<file path="src/rtl/ram_arb_pkg.sv">
// Shared types and widths for the two-client RAM port arbiter.
// Holds the default RAM geometry, the client tag and the client request bundle.
package ram_arb_pkg;

  localparam int AW = 12;
  localparam int DW = 64;

  typedef enum logic {
    CLIENT0 = 1'b0,
    CLIENT1 = 1'b1
  } client_id_e;

  typedef struct packed {
    logic          we;
    logic [AW-1:0] addr;
    logic [DW-1:0] wdata;
  } ram_req_t;

  // Read-after-write hazard compare between a read address and the write being granted
  function automatic logic addr_match(input logic [AW-1:0] a, input logic [AW-1:0] b);
    return (a == b);
  endfunction

endpackage

</file>
<file path="src/rtl/ram_port_arbiter_if.sv">
// Client request/response and RAM-side signals of the RAM port arbiter.
// slave = arbiter side, master = clients plus RAM side.
interface ram_port_arbiter_if #(
  parameter int AW = ram_arb_pkg::AW,
  parameter int DW = ram_arb_pkg::DW
);

  logic          c0_req;
  logic          c0_we;
  logic [AW-1:0] c0_addr;
  logic [DW-1:0] c0_wdata;
  logic          c0_gnt;
  logic          c0_rvalid;
  logic [DW-1:0] c0_rdata;

  logic          c1_req;
  logic          c1_we;
  logic [AW-1:0] c1_addr;
  logic [DW-1:0] c1_wdata;
  logic          c1_gnt;
  logic          c1_rvalid;
  logic [DW-1:0] c1_rdata;

  logic          write;
  logic [AW-1:0] wrt_address;
  logic [DW-1:0] data_in;
  logic          read;
  logic [AW-1:0] rd_address;
  logic [DW-1:0] data_out;

  modport slave (
    input  c0_req, c0_we, c0_addr, c0_wdata,
    input  c1_req, c1_we, c1_addr, c1_wdata,
    output c0_gnt, c0_rvalid, c0_rdata,
    output c1_gnt, c1_rvalid, c1_rdata,
    output write, wrt_address, data_in,
    output read, rd_address,
    input  data_out
  );

  modport master (
    output c0_req, c0_we, c0_addr, c0_wdata,
    output c1_req, c1_we, c1_addr, c1_wdata,
    input  c0_gnt, c0_rvalid, c0_rdata,
    input  c1_gnt, c1_rvalid, c1_rdata,
    input  write, wrt_address, data_in,
    input  read, rd_address,
    output data_out
  );

endinterface

</file>
<file path="src/rtl/ram_port_arbiter_rr_arb2.sv">
// Two-request round-robin picker: on contention the client not granted last wins.
// The pointer only moves when a grant is issued; after reset client 0 wins first.
module rr_arb2
  import ram_arb_pkg::*;
(
  input  logic       clock,
  input  logic       resetn,
  input  logic       srst,
  input  logic [1:0] req,
  output logic [1:0] gnt
);

  client_id_e last_r;

  // Grant selection from the requests and the last-granted pointer
  always_comb begin
    gnt = 2'b00;
    case (req)
      2'b01:   gnt = 2'b01;
      2'b10:   gnt = 2'b10;
      2'b11:   gnt = (last_r == CLIENT0) ? 2'b10 : 2'b01;
      default: gnt = 2'b00;
    endcase
  end

  // Last-granted pointer, reset to client 1 so client 0 wins the first tie
  always_ff @(posedge clock or negedge resetn) begin
    if (!resetn) begin
      last_r <= CLIENT1;
    end else if (srst) begin
      last_r <= CLIENT1;
    end else if (gnt[0]) begin
      last_r <= CLIENT0;
    end else if (gnt[1]) begin
      last_r <= CLIENT1;
    end
  end

endmodule

</file>
<file path="src/rtl/ram_port_arbiter.sv">
// Two-client arbiter onto a RAM with separate write and read ports.
// Each port is round-robin arbitrated on its own; a read hitting the address being written this cycle waits.
module ram_port_arbiter #(
  parameter int AW = ram_arb_pkg::AW,
  parameter int DW = ram_arb_pkg::DW
) (
  input  logic                  clock,
  input  logic                  resetn,
  input  logic                  srst,
  ram_port_arbiter_if.slave     bus
);

  import ram_arb_pkg::*;

  logic          req_en_s;
  ram_req_t      c0_s;
  ram_req_t      c1_s;
  logic [1:0]    wr_req_s;
  logic [1:0]    wr_gnt_s;
  logic          wr_any_s;
  ram_req_t      wr_sel_s;
  logic [1:0]    rd_req_s;
  logic [1:0]    rd_gnt_s;
  logic          rd_any_s;
  logic [AW-1:0] rd_addr_s;
  client_id_e    rd_owner_s;

  logic          write_r;
  logic [AW-1:0] wrt_address_r;
  logic [DW-1:0] data_in_r;
  logic          read_r;
  logic [AW-1:0] rd_address_r;
  client_id_e    rd_owner_r;
  logic [1:0]    rvalid_r;
  logic [DW-1:0] rdata_hold0_r;
  logic [DW-1:0] rdata_hold1_r;

  assign req_en_s = resetn & ~srst;

  // Bundle client inputs and form write-port requests
  always_comb begin
    c0_s     = '{we: bus.c0_we, addr: bus.c0_addr, wdata: bus.c0_wdata};
    c1_s     = '{we: bus.c1_we, addr: bus.c1_addr, wdata: bus.c1_wdata};
    wr_req_s = 2'b00;
    if (req_en_s) begin
      wr_req_s = {bus.c1_req & c1_s.we, bus.c0_req & c0_s.we};
    end else begin
      wr_req_s = 2'b00;
    end
  end

  rr_arb2 u_wr_arb (
    .clock  (clock),
    .resetn (resetn),
    .srst   (srst),
    .req    (wr_req_s),
    .gnt    (wr_gnt_s)
  );

  // Winning write request, and read requests masked by the same-address hazard
  always_comb begin
    wr_any_s = |wr_gnt_s;
    if (wr_gnt_s[1]) begin
      wr_sel_s = c1_s;
    end else begin
      wr_sel_s = c0_s;
    end
    rd_req_s = 2'b00;
    if (req_en_s) begin
      rd_req_s[0] = bus.c0_req & ~c0_s.we & ~(wr_any_s & addr_match(c0_s.addr, wr_sel_s.addr));
      rd_req_s[1] = bus.c1_req & ~c1_s.we & ~(wr_any_s & addr_match(c1_s.addr, wr_sel_s.addr));
    end else begin
      rd_req_s = 2'b00;
    end
  end

  rr_arb2 u_rd_arb (
    .clock  (clock),
    .resetn (resetn),
    .srst   (srst),
    .req    (rd_req_s),
    .gnt    (rd_gnt_s)
  );

  // Winning read address and its owner tag
  always_comb begin
    rd_any_s = |rd_gnt_s;
    if (rd_gnt_s[1]) begin
      rd_addr_s  = c1_s.addr;
      rd_owner_s = CLIENT1;
    end else begin
      rd_addr_s  = c0_s.addr;
      rd_owner_s = CLIENT0;
    end
  end

  assign bus.c0_gnt = wr_gnt_s[0] | rd_gnt_s[0];
  assign bus.c1_gnt = wr_gnt_s[1] | rd_gnt_s[1];

  // RAM strobe stage plus read-return stage; reset drops any read still in flight
  always_ff @(posedge clock or negedge resetn) begin
    if (!resetn) begin
      write_r       <= 1'b0;
      wrt_address_r <= '0;
      data_in_r     <= '0;
      read_r        <= 1'b0;
      rd_address_r  <= '0;
      rd_owner_r    <= CLIENT0;
      rvalid_r      <= 2'b00;
      rdata_hold0_r <= '0;
      rdata_hold1_r <= '0;
    end else if (srst) begin
      write_r       <= 1'b0;
      wrt_address_r <= '0;
      data_in_r     <= '0;
      read_r        <= 1'b0;
      rd_address_r  <= '0;
      rd_owner_r    <= CLIENT0;
      rvalid_r      <= 2'b00;
      rdata_hold0_r <= '0;
      rdata_hold1_r <= '0;
    end else begin
      write_r <= wr_any_s;
      if (wr_any_s) begin
        wrt_address_r <= wr_sel_s.addr;
        data_in_r     <= wr_sel_s.wdata;
      end
      read_r <= rd_any_s;
      if (rd_any_s) begin
        rd_address_r <= rd_addr_s;
        rd_owner_r   <= rd_owner_s;
      end
      rvalid_r[0] <= read_r & (rd_owner_r == CLIENT0);
      rvalid_r[1] <= read_r & (rd_owner_r == CLIENT1);
      if (rvalid_r[0]) begin
        rdata_hold0_r <= bus.data_out;
      end
      if (rvalid_r[1]) begin
        rdata_hold1_r <= bus.data_out;
      end
    end
  end

  assign bus.write       = write_r;
  assign bus.wrt_address = wrt_address_r;
  assign bus.data_in     = data_in_r;
  assign bus.read        = read_r;
  assign bus.rd_address  = rd_address_r;
  assign bus.c0_rvalid   = rvalid_r[0];
  assign bus.c1_rvalid   = rvalid_r[1];
  // RAM data arrives in the rvalid cycle itself, so it is passed through then and held afterwards
  assign bus.c0_rdata    = rvalid_r[0] ? bus.data_out : rdata_hold0_r;
  assign bus.c1_rdata    = rvalid_r[1] ? bus.data_out : rdata_hold1_r;

endmodule
</file>
<file path="src/flat_wrapper.sv">
// flat-port wrapper written by rule: the top's interface ports become plain ports
module ram_port_arbiter_flat import ram_arb_pkg::*;
#(
  parameter int AW = ram_arb_pkg::AW,
  parameter int DW = ram_arb_pkg::DW
)
  (clock, resetn, srst, bus_c0_req, bus_c0_we, bus_c0_addr, bus_c0_wdata, bus_c1_req, bus_c1_we, bus_c1_addr, bus_c1_wdata, bus_c0_gnt, bus_c0_rvalid, bus_c0_rdata, bus_c1_gnt, bus_c1_rvalid, bus_c1_rdata, bus_write, bus_wrt_address, bus_data_in, bus_read, bus_rd_address, bus_data_out);
  ram_port_arbiter_if #(.AW(AW), .DW(DW)) bus_i ();
  input  logic clock;
  input  logic resetn;
  input  logic srst;
  input wire logic [$bits(bus_i.c0_req)-1:0] bus_c0_req;
  input wire logic [$bits(bus_i.c0_we)-1:0] bus_c0_we;
  input wire logic [$bits(bus_i.c0_addr)-1:0] bus_c0_addr;
  input wire logic [$bits(bus_i.c0_wdata)-1:0] bus_c0_wdata;
  input wire logic [$bits(bus_i.c1_req)-1:0] bus_c1_req;
  input wire logic [$bits(bus_i.c1_we)-1:0] bus_c1_we;
  input wire logic [$bits(bus_i.c1_addr)-1:0] bus_c1_addr;
  input wire logic [$bits(bus_i.c1_wdata)-1:0] bus_c1_wdata;
  output wire logic [$bits(bus_i.c0_gnt)-1:0] bus_c0_gnt;
  output wire logic [$bits(bus_i.c0_rvalid)-1:0] bus_c0_rvalid;
  output wire logic [$bits(bus_i.c0_rdata)-1:0] bus_c0_rdata;
  output wire logic [$bits(bus_i.c1_gnt)-1:0] bus_c1_gnt;
  output wire logic [$bits(bus_i.c1_rvalid)-1:0] bus_c1_rvalid;
  output wire logic [$bits(bus_i.c1_rdata)-1:0] bus_c1_rdata;
  output wire logic [$bits(bus_i.write)-1:0] bus_write;
  output wire logic [$bits(bus_i.wrt_address)-1:0] bus_wrt_address;
  output wire logic [$bits(bus_i.data_in)-1:0] bus_data_in;
  output wire logic [$bits(bus_i.read)-1:0] bus_read;
  output wire logic [$bits(bus_i.rd_address)-1:0] bus_rd_address;
  input wire logic [$bits(bus_i.data_out)-1:0] bus_data_out;
  assign bus_i.c0_req = bus_c0_req;
  assign bus_i.c0_we = bus_c0_we;
  assign bus_i.c0_addr = bus_c0_addr;
  assign bus_i.c0_wdata = bus_c0_wdata;
  assign bus_i.c1_req = bus_c1_req;
  assign bus_i.c1_we = bus_c1_we;
  assign bus_i.c1_addr = bus_c1_addr;
  assign bus_i.c1_wdata = bus_c1_wdata;
  assign bus_c0_gnt = bus_i.c0_gnt;
  assign bus_c0_rvalid = bus_i.c0_rvalid;
  assign bus_c0_rdata = bus_i.c0_rdata;
  assign bus_c1_gnt = bus_i.c1_gnt;
  assign bus_c1_rvalid = bus_i.c1_rvalid;
  assign bus_c1_rdata = bus_i.c1_rdata;
  assign bus_write = bus_i.write;
  assign bus_wrt_address = bus_i.wrt_address;
  assign bus_data_in = bus_i.data_in;
  assign bus_read = bus_i.read;
  assign bus_rd_address = bus_i.rd_address;
  assign bus_i.data_out = bus_data_out;
  ram_port_arbiter #(.AW(AW), .DW(DW)) u_core (.clock(clock), .resetn(resetn), .srst(srst), .bus(bus_i));
endmodule
</file>
<file path="config.mk">
export PLATFORM = sky130hd
export DESIGN_NAME = ram_port_arbiter_flat
export DESIGN_NICKNAME = d
export VERILOG_FILES = /design/src/rtl/ram_arb_pkg.sv /design/src/rtl/ram_port_arbiter_if.sv /design/src/rtl/ram_port_arbiter_rr_arb2.sv /design/src/rtl/ram_port_arbiter.sv /design/src/flat_wrapper.sv
export SDC_FILE = /design/constraint.sdc
export NUM_CORES = 1
export LEC_CHECK = 0
export BUFFER_PORTS_ARGS = -buffer_cell sky130_fd_sc_hd__buf_4
export CORE_AREA = 2 2 170 172
export DETAILED_ROUTE_END_ITERATION = 8
export DIE_AREA = 0 0 172 174
export GPL_ROUTABILITY_DRIVEN = 0
export PLACE_DENSITY_LB_ADDON = 0.05
export SYNTH_ARGS = -nofsm -noshare
export SYNTH_HDL_FRONTEND = slang
export SYNTH_SLANG_ARGS = --single-unit
</file>
<file path="constraint.sdc">
create_clock -name clock -period 3.8 [get_ports clock]
set_clock_uncertainty 0.15 [all_clocks]
set_input_delay 1.14 -clock clock [delete_from_list [all_inputs] [get_ports clock]]
set_output_delay 1.14 -clock clock [all_outputs]
set_load 0.02 [all_outputs]
</file>
==> results of run 1 <==
## worst paths after layout
path | start | endpoint | slack, ps | cells after the start
hold / removal | u_core.rd_owner_r | u_core.rvalid_r[0] | 320 | 1
setup reg to reg | u_core.u_wr_arb.last_r | u_core.bus.wrt_address[4] | 1780 | 4
setup / recovery | bus_c1_addr[10] | bus_c1_gnt | -70 | 7
hold reg to reg | u_core.rd_owner_r | u_core.rvalid_r[0] | 320 | 1
max in group asynchronous | resetn | u_core.rdata_hold1_r[30] | 1600 | 3
min in group asynchronous | resetn | u_core.bus.rd_address[0] | 510 | 2
## repair_timing
| item | 4_1_cts | 5_1_grt |
|---|---|---|
| resized for setup | 8 | 3 |
| cloned | 0 | 0 |
| pin swaps | 7 | 3 |
| endpoints found under the hold margin | 0 | 0 |
| setup buffers | 2 | 0 |
| setup endpoints to repair | 2 | 2 |
## where the power goes
part | leakage [nW] | internal, mW | total [mW] | switching (mW)
Combinational | 4.33 | 0.377 | 0.791 | 0.414
Clock | 0.489 | 1.77 | 2.81 | 1.03
Sequential | 3.06 | 2.45 | 2.50 | 0.0437
Total | 7.88 | 4.60 | 6.09 | 1.49
## sequential cells by signal, indices dropped and copies added (netlist names), 2 cells and up
name / flops
u_core.bus.data_in: 64
u_core.bus.rd_address: 12
u_core.bus.wrt_address: 12
u_core.rdata_hold0_r: 64
u_core.rdata_hold1_r: 64
u_core.rvalid_r: 2
## kinds of logic after synthesis
logic type,after synthesis,synth area share (%)
and+or+nand+nor,319,17.1
DFF,223,56.1
muxes,140,15.7
AOI/OAI and AO/OA,100,7.63
buffers and inverters,60,2.49
xor gates and xnor gates,12,1.06
## critical path: cells and delay by family
kind | cells | cell delay, ps
AND/OR/NAND/NOR | 4 | 1010
buffers and inverters | 2 | 240
XOR/XNOR | 1 | 180
## per-stage QoR
stage          utilization (%)  area, um2  TNS (ps)  hold WS [ps]
6_report                  53.2      15000      -136           315
5_1_grt                   53.2      15000      -219           350
4_1_cts                   53.1      15000      -158           304
3_5_place_dp              49.4      13900      -290           295
3_3_place_gp              49.4      13900      -289           297
2_1_floorplan                -       9960         0           273
## synth_stat cells (all sizes together), types with 2 or more instances
cell,instances,area (um2)
nor2b,129,807
dfrtp,221,5530
nor4,3,63.8
clkbuf,44,165
mux2,128,1440
nand4b,2,17.5
o21ai,14,70.1
inv,2,7.51
nand2,140,526
buf,14,75.1
a31oi,3,18.8
a22oi,64,480
or2,2,12.5
nor2,18,70.1
mux2i,12,120
dfstp,2,52.6
nand3,2,22.5
nand3b,12,90.1
xor2,12,105
a221o,12,124
## final cells by class
| class | count | area [um2] | share of cell area (%) |
|---|---|---|---|
| Sequential cell | 223 | 5590 | 37.2 |
| Multi-Input combinational cell | 571 | 4190 | 27.9 |
| Timing Repair Buffer | 491 | 3750 | 25.0 |
| Clock buffer | 45 | 876 | 5.83 |
| Tap cell | 384 | 480 | 3.20 |
| Clock inverter | 7 | 114 | 0.758 |
| Inverter | 2 | 7.51 | 0.0500 |
| Antenna cell | 1 | 2.50 | 0.0167 |
## layer usage
| metal | part of all wire [%] | vias to the layer above | GRT usage (%) |
|---|---|---|---|
| met4 | 2.9 | 0 | 6.65 |
| met1 | 39 | 3954 | 25.5 |
| met2 | 50 | 309 | 36.6 |
| met5 | 0 | - | 0 |
| li1 | - | 3848 | - |
| met3 | 8.3 | 56 | 5.69 |
## placed cells by master (no fill, tap or decap), drive strengths merged, types with 14 or more instances in the layout
master and count:
nand2 140, a22oi 64, mux2 128, clkbuf 45
dfrtp 221, buf 491, nor2b 129, o21ai 14
nor2 18
==> metrics, run 1 <==
final non-filler cell total 1724; total CTS buffers 28; Layout area overhead 50.7%; Ports 445; initial antenna violation count 1; Reg clk slew, reported paths 60 ps; crit path time final between 3000 and 4000 ps; drt total wl 32.5 mm; gr usage total 21.1%; Final nets ~1500; vias per inst 4.74; Critical Path RT 2510 ps; ANT nets after route 0; Mapped Area 9960 um2; ys flop type dfrtp_1; Worst Path Max Fanout 4; clk_lat worst skew 540 ps; number of port buffers 444; Max Slew Vio Count 0; Worst Hold Class reg2reg; relative slew slack 26.2%; post-DP HPWL roughly 23 mm; Syn Nets 1077; Max-cap violations 0; post-placement setup slack -153 ps; clock tree buffer depth 3; Core ar. 28200 um2; critical-path cell list buf_8 > xor2_4 > nor4_4 > and4_4 > nor3_2 > or2_4 > buf_6; vias in the first global route 8452; post-synthesis cell type count 43; Startpoint Class primary input; CTS Sinks 223; Root Buffer clkbuf_16; CP Class in2out; syn avg cell area 11.7 um2; first-pass GRT wire length 49.3 mm; Max Fclk 259 MHz; chip width between 150 and 200 um; post-synthesis sequential area ratio a little under three fifths; Worst Path Arrival about 2600 ps; DRC Markers 0; CTS tree built; Overall Power 6.09 mW; Pwr per Cell Area ~400 nW/um2; failing checks setup timing; Seq cells post-synth 223; Post-synth ARST share 100%; slowest stage delay, CP 440 ps; EDFF count, synth 0; Worst Setup Slack, final -68.2 ps; first-pass detailed-route iteration total 4; Final Cycle Share 102%; share of cells above drive strength 1 around 50%; vias post-DR 8167; endpoints failing setup 2; largest net degree at the start of global routing 159; aggregate global routing overflow 0; Hold Violations, Final 0; chip height 174 um; fill count 2632; status complete, but fails checks; Initial DRC Count 441; Critical Path Slowest Stage Cell nor4_4; Initial Utilization between 30% and 40%; Peak VDD IR 259 uV; full die area 29900 um2; Leak Pwr 7.88 nW; hold-fix buffer count after cts 0; RSZ-0062 raised after global routing yes; Least-Margin Pin Slew 1110 ps; CP Capture Type primary output; row cnt 62; Cells after DPL 1669; Cells after Synth 854; DR WL/cell 18.9 um; synth warn 0; H-tree depth 1
Note: power is estimated with default switching activity, not from simulation.
==> run 2: changes to the inputs <==
--- a/config.mk
+++ b/config.mk
@@ -5,10 +5,11 @@
 export SDC_FILE = /design/constraint.sdc
 export NUM_CORES = 1
 export LEC_CHECK = 0
+export ABC_AREA = 1
 export BUFFER_PORTS_ARGS = -buffer_cell sky130_fd_sc_hd__buf_4
-export CORE_AREA = 2 2 170 172
+export CORE_AREA = 2 2 174 176
 export DETAILED_ROUTE_END_ITERATION = 8
-export DIE_AREA = 0 0 172 174
+export DIE_AREA = 0 0 176 178
 export GPL_ROUTABILITY_DRIVEN = 0
 export PLACE_DENSITY_LB_ADDON = 0.05
 export SYNTH_ARGS = -nofsm -noshare
==> metrics, run 2 <==
drt total wl between 30 and 40 mm; Hold Violations, Final 0; Critical Path RT 2510 ps; FF-to-FF path depth 15; Mapped Area 10400 um2; gr usage total roughly a quarter; Core ar. 29400 um2; Worst Setup Slack, final -184 ps; Synth area leader dfrtp_1; most frequent cells in the layout nand2_1 (603), buf_4 (472), dfrtp_1 (219); critical-path cell list buf_4 > inv_8 > nand2_8 > inv_6 > nand2_4 > a21oi_4 > buf_12 > nand3_1 > nand2_1 > nor2_1 > nand2_1 > nor2_2 > a21oi_2 > nand2_4 > nand2_4 > nand2_4 > buf_6; DRC Markers 0; chip width 176 um; WHS Path Cells 1; CP Class in2out; Syn Nets 1568; endpoints failing setup 2; Leak Pwr about 8.5 nW; failing checks setup timing; share of cells above drive strength 1 31.3%; first-pass GRT wire length slightly below 60 mm; ANT nets after route 0; clock tree buffer depth 3; Worst Path Max Fanout 24; top post-synthesis cells by area dfrtp_1 (53%), nand2_1 (22%), nand3_1 (9.1%); Final Cycle Share 105%; post-route cell area about 15000 um2; syn avg cell area 7.72 um2; synth cell count leaders nand2_1 (607), dfrtp_1 (221), nand3_1 (189), a21oi_1 (141), clkbuf_1 (66); total CTS buffers 27; crit-path most repeated cell nand2_4; r2r endpoint u_core.bus.rd_address[5]; Ports 445; Reg-to-Reg Start u_core.u_wr_arb.last_r; vias per inst 4.84; EDFF count, synth 0; CTS tree built; Reg clk slew, reported paths ~50 ps; Peak VDD IR 294 uV; most common cell after layout, fill and taps aside nand2_1; Layout area overhead 46.3%; post-synthesis sequential area ratio 53.7%; Critical Path Slowest Stage Cell buf_12; H-tree depth 1; Overall Power 5.98 mW; Pwr per Cell Area between 300 and 400 nW/um2; post-DP HPWL about 27 mm; first-pass detailed-route iteration total 5; Max Slew Vio Count 0; Cells after Synth approximately 1300; Worst Path Arrival 2690 ps; chip height 178 um; status complete, but fails checks; Max Fclk ~250 MHz; post-synthesis cell type count 28; DR WL/cell 17.4 um; Least-Margin Pin Slew 954 ps; aggregate global routing overflow 0; Root Buffer clkbuf_16; hold-fix buffer count after cts 0; initial antenna violation count 2; largest net degree at the start of global routing 89; Seq cells post-synth ~220; synth warn 0; full die area approximately 31000 um2; Initial Utilization 35.3%; HP Start u_core.rd_owner_r; crit path launch srst; row cnt 63; CP Capture Type primary output; ys flop type dfrtp_1; vias post-DR 10562; placed inst area 14200 um2; clk_lat worst skew about 510 ps; Startpoint Class primary input; slowest stage delay, CP 180 ps; WHS Endpoint u_core.rvalid_r[0]; R2R setup slack between 1000 and 1500 ps; CTS Sinks 223; Synth top area share ~53%; number of port buffers 444; relative slew slack 36.4%; Max-cap violations 0; Worst Hold Class reg2reg; crit path time final around 4000 ps; most common cell in the netlist nand2_1; Post-synth ARST share 100%; Final nets approximately 2000; RSZ-0062 raised after global routing yes; vias in the first global route 10231; Initial DRC Count 561
-- run 2: worst max-delay path by stage --
stage / end / slack, ps / cells past startpoint
floorplan: bus_c1_gnt / -70 / 17
global placement: bus_c1_gnt / -240 / 16
detailed placement: bus_c1_gnt / -290 / 16
CTS: bus_c1_gnt / -190 / 17
global route: bus_c1_gnt / -290 / 17
finish: bus_c1_gnt / -180 / 17
-- run 2: routing by layer --
| layer | wire, um | vias up | track usage [%] |
|---|---|---|---|
| met5 | 10 | - | 0 |
| met4 | 1420 | 2 | 8.68 |
| met3 | 2950 | 72 | 6.14 |
| met2 | 18000 | 379 | 38.2 |
| met1 | 15600 | 4930 | 30.2 |
| li1 | - | 5179 | - |
-- run 2: stage by stage --
stage	instances	hold slack [ps]	TNS [ps]	worst slack (ps)	util, %
4_1_cts	2179	272	-304	-191	51.5
5_1_grt	2181	296	-513	-293	51.7
2_1_floorplan	1345	257	-124	-70.4	-
3_3_place_gp	2130	267	-397	-242	48.3
3_5_place_dp	2130	269	-485	-288	48.3
6_report	2182	277	-299	-184	51.7
-- run 2: layout make-up --
| type | instances | area (um2) |
|---|---|---|
| diodes | 2 | 5.00 |
| clock buffers | 36 | 769 |
| clock inverters | 12 | 148 |
| fillers | 2956 | 14200 |
| inverters | 42 | 170 |
| multi-input cells | 997 | 4350 |
| flip-flops and latches | 223 | 5590 |
| well taps | 390 | 488 |
| repair buffers | 480 | 3680 |
-- run 2: power by group --
| part | internal [mW] | leakage, nW | switching (mW) |
|---|---|---|---|
| Sequential | 2.45 | 3.06 | 0.0432 |
| Combinational | 0.358 | 4.96 | 0.488 |
| Clock | 1.62 | 0.450 | 1.01 |
| Total | 4.43 | 8.47 | 1.54 |
-- run 2: cells by family (layout without fill, tap and decap cells) --
group | Yosys count | in the layout | synth area share (%)
AND/OR/NAND/NOR | 826 | 826 | 32.7
AO/OA/AOI/OAI | 171 | 171 | 8.55
other | 0 | 2 | 0
buffers and inverters | 125 | 570 | 5.02
flip-flops | 223 | 223 | 53.7
-- run 2: repair_timing --
item / 4_1_cts / 5_1_grt
gates resized for setup: 6 / 8
endpoints found under the setup margin: 2 / 2
setup buffers: 1 / 1
pin swaps: 2 / 3
-- run 2: worst max-delay path: cells and delay by family --
kind,cells,cell delay (ps)
AND/OR/NAND/NOR,10,630
buffers and inverters,5,570
AO/OA/AOI/OAI,2,320
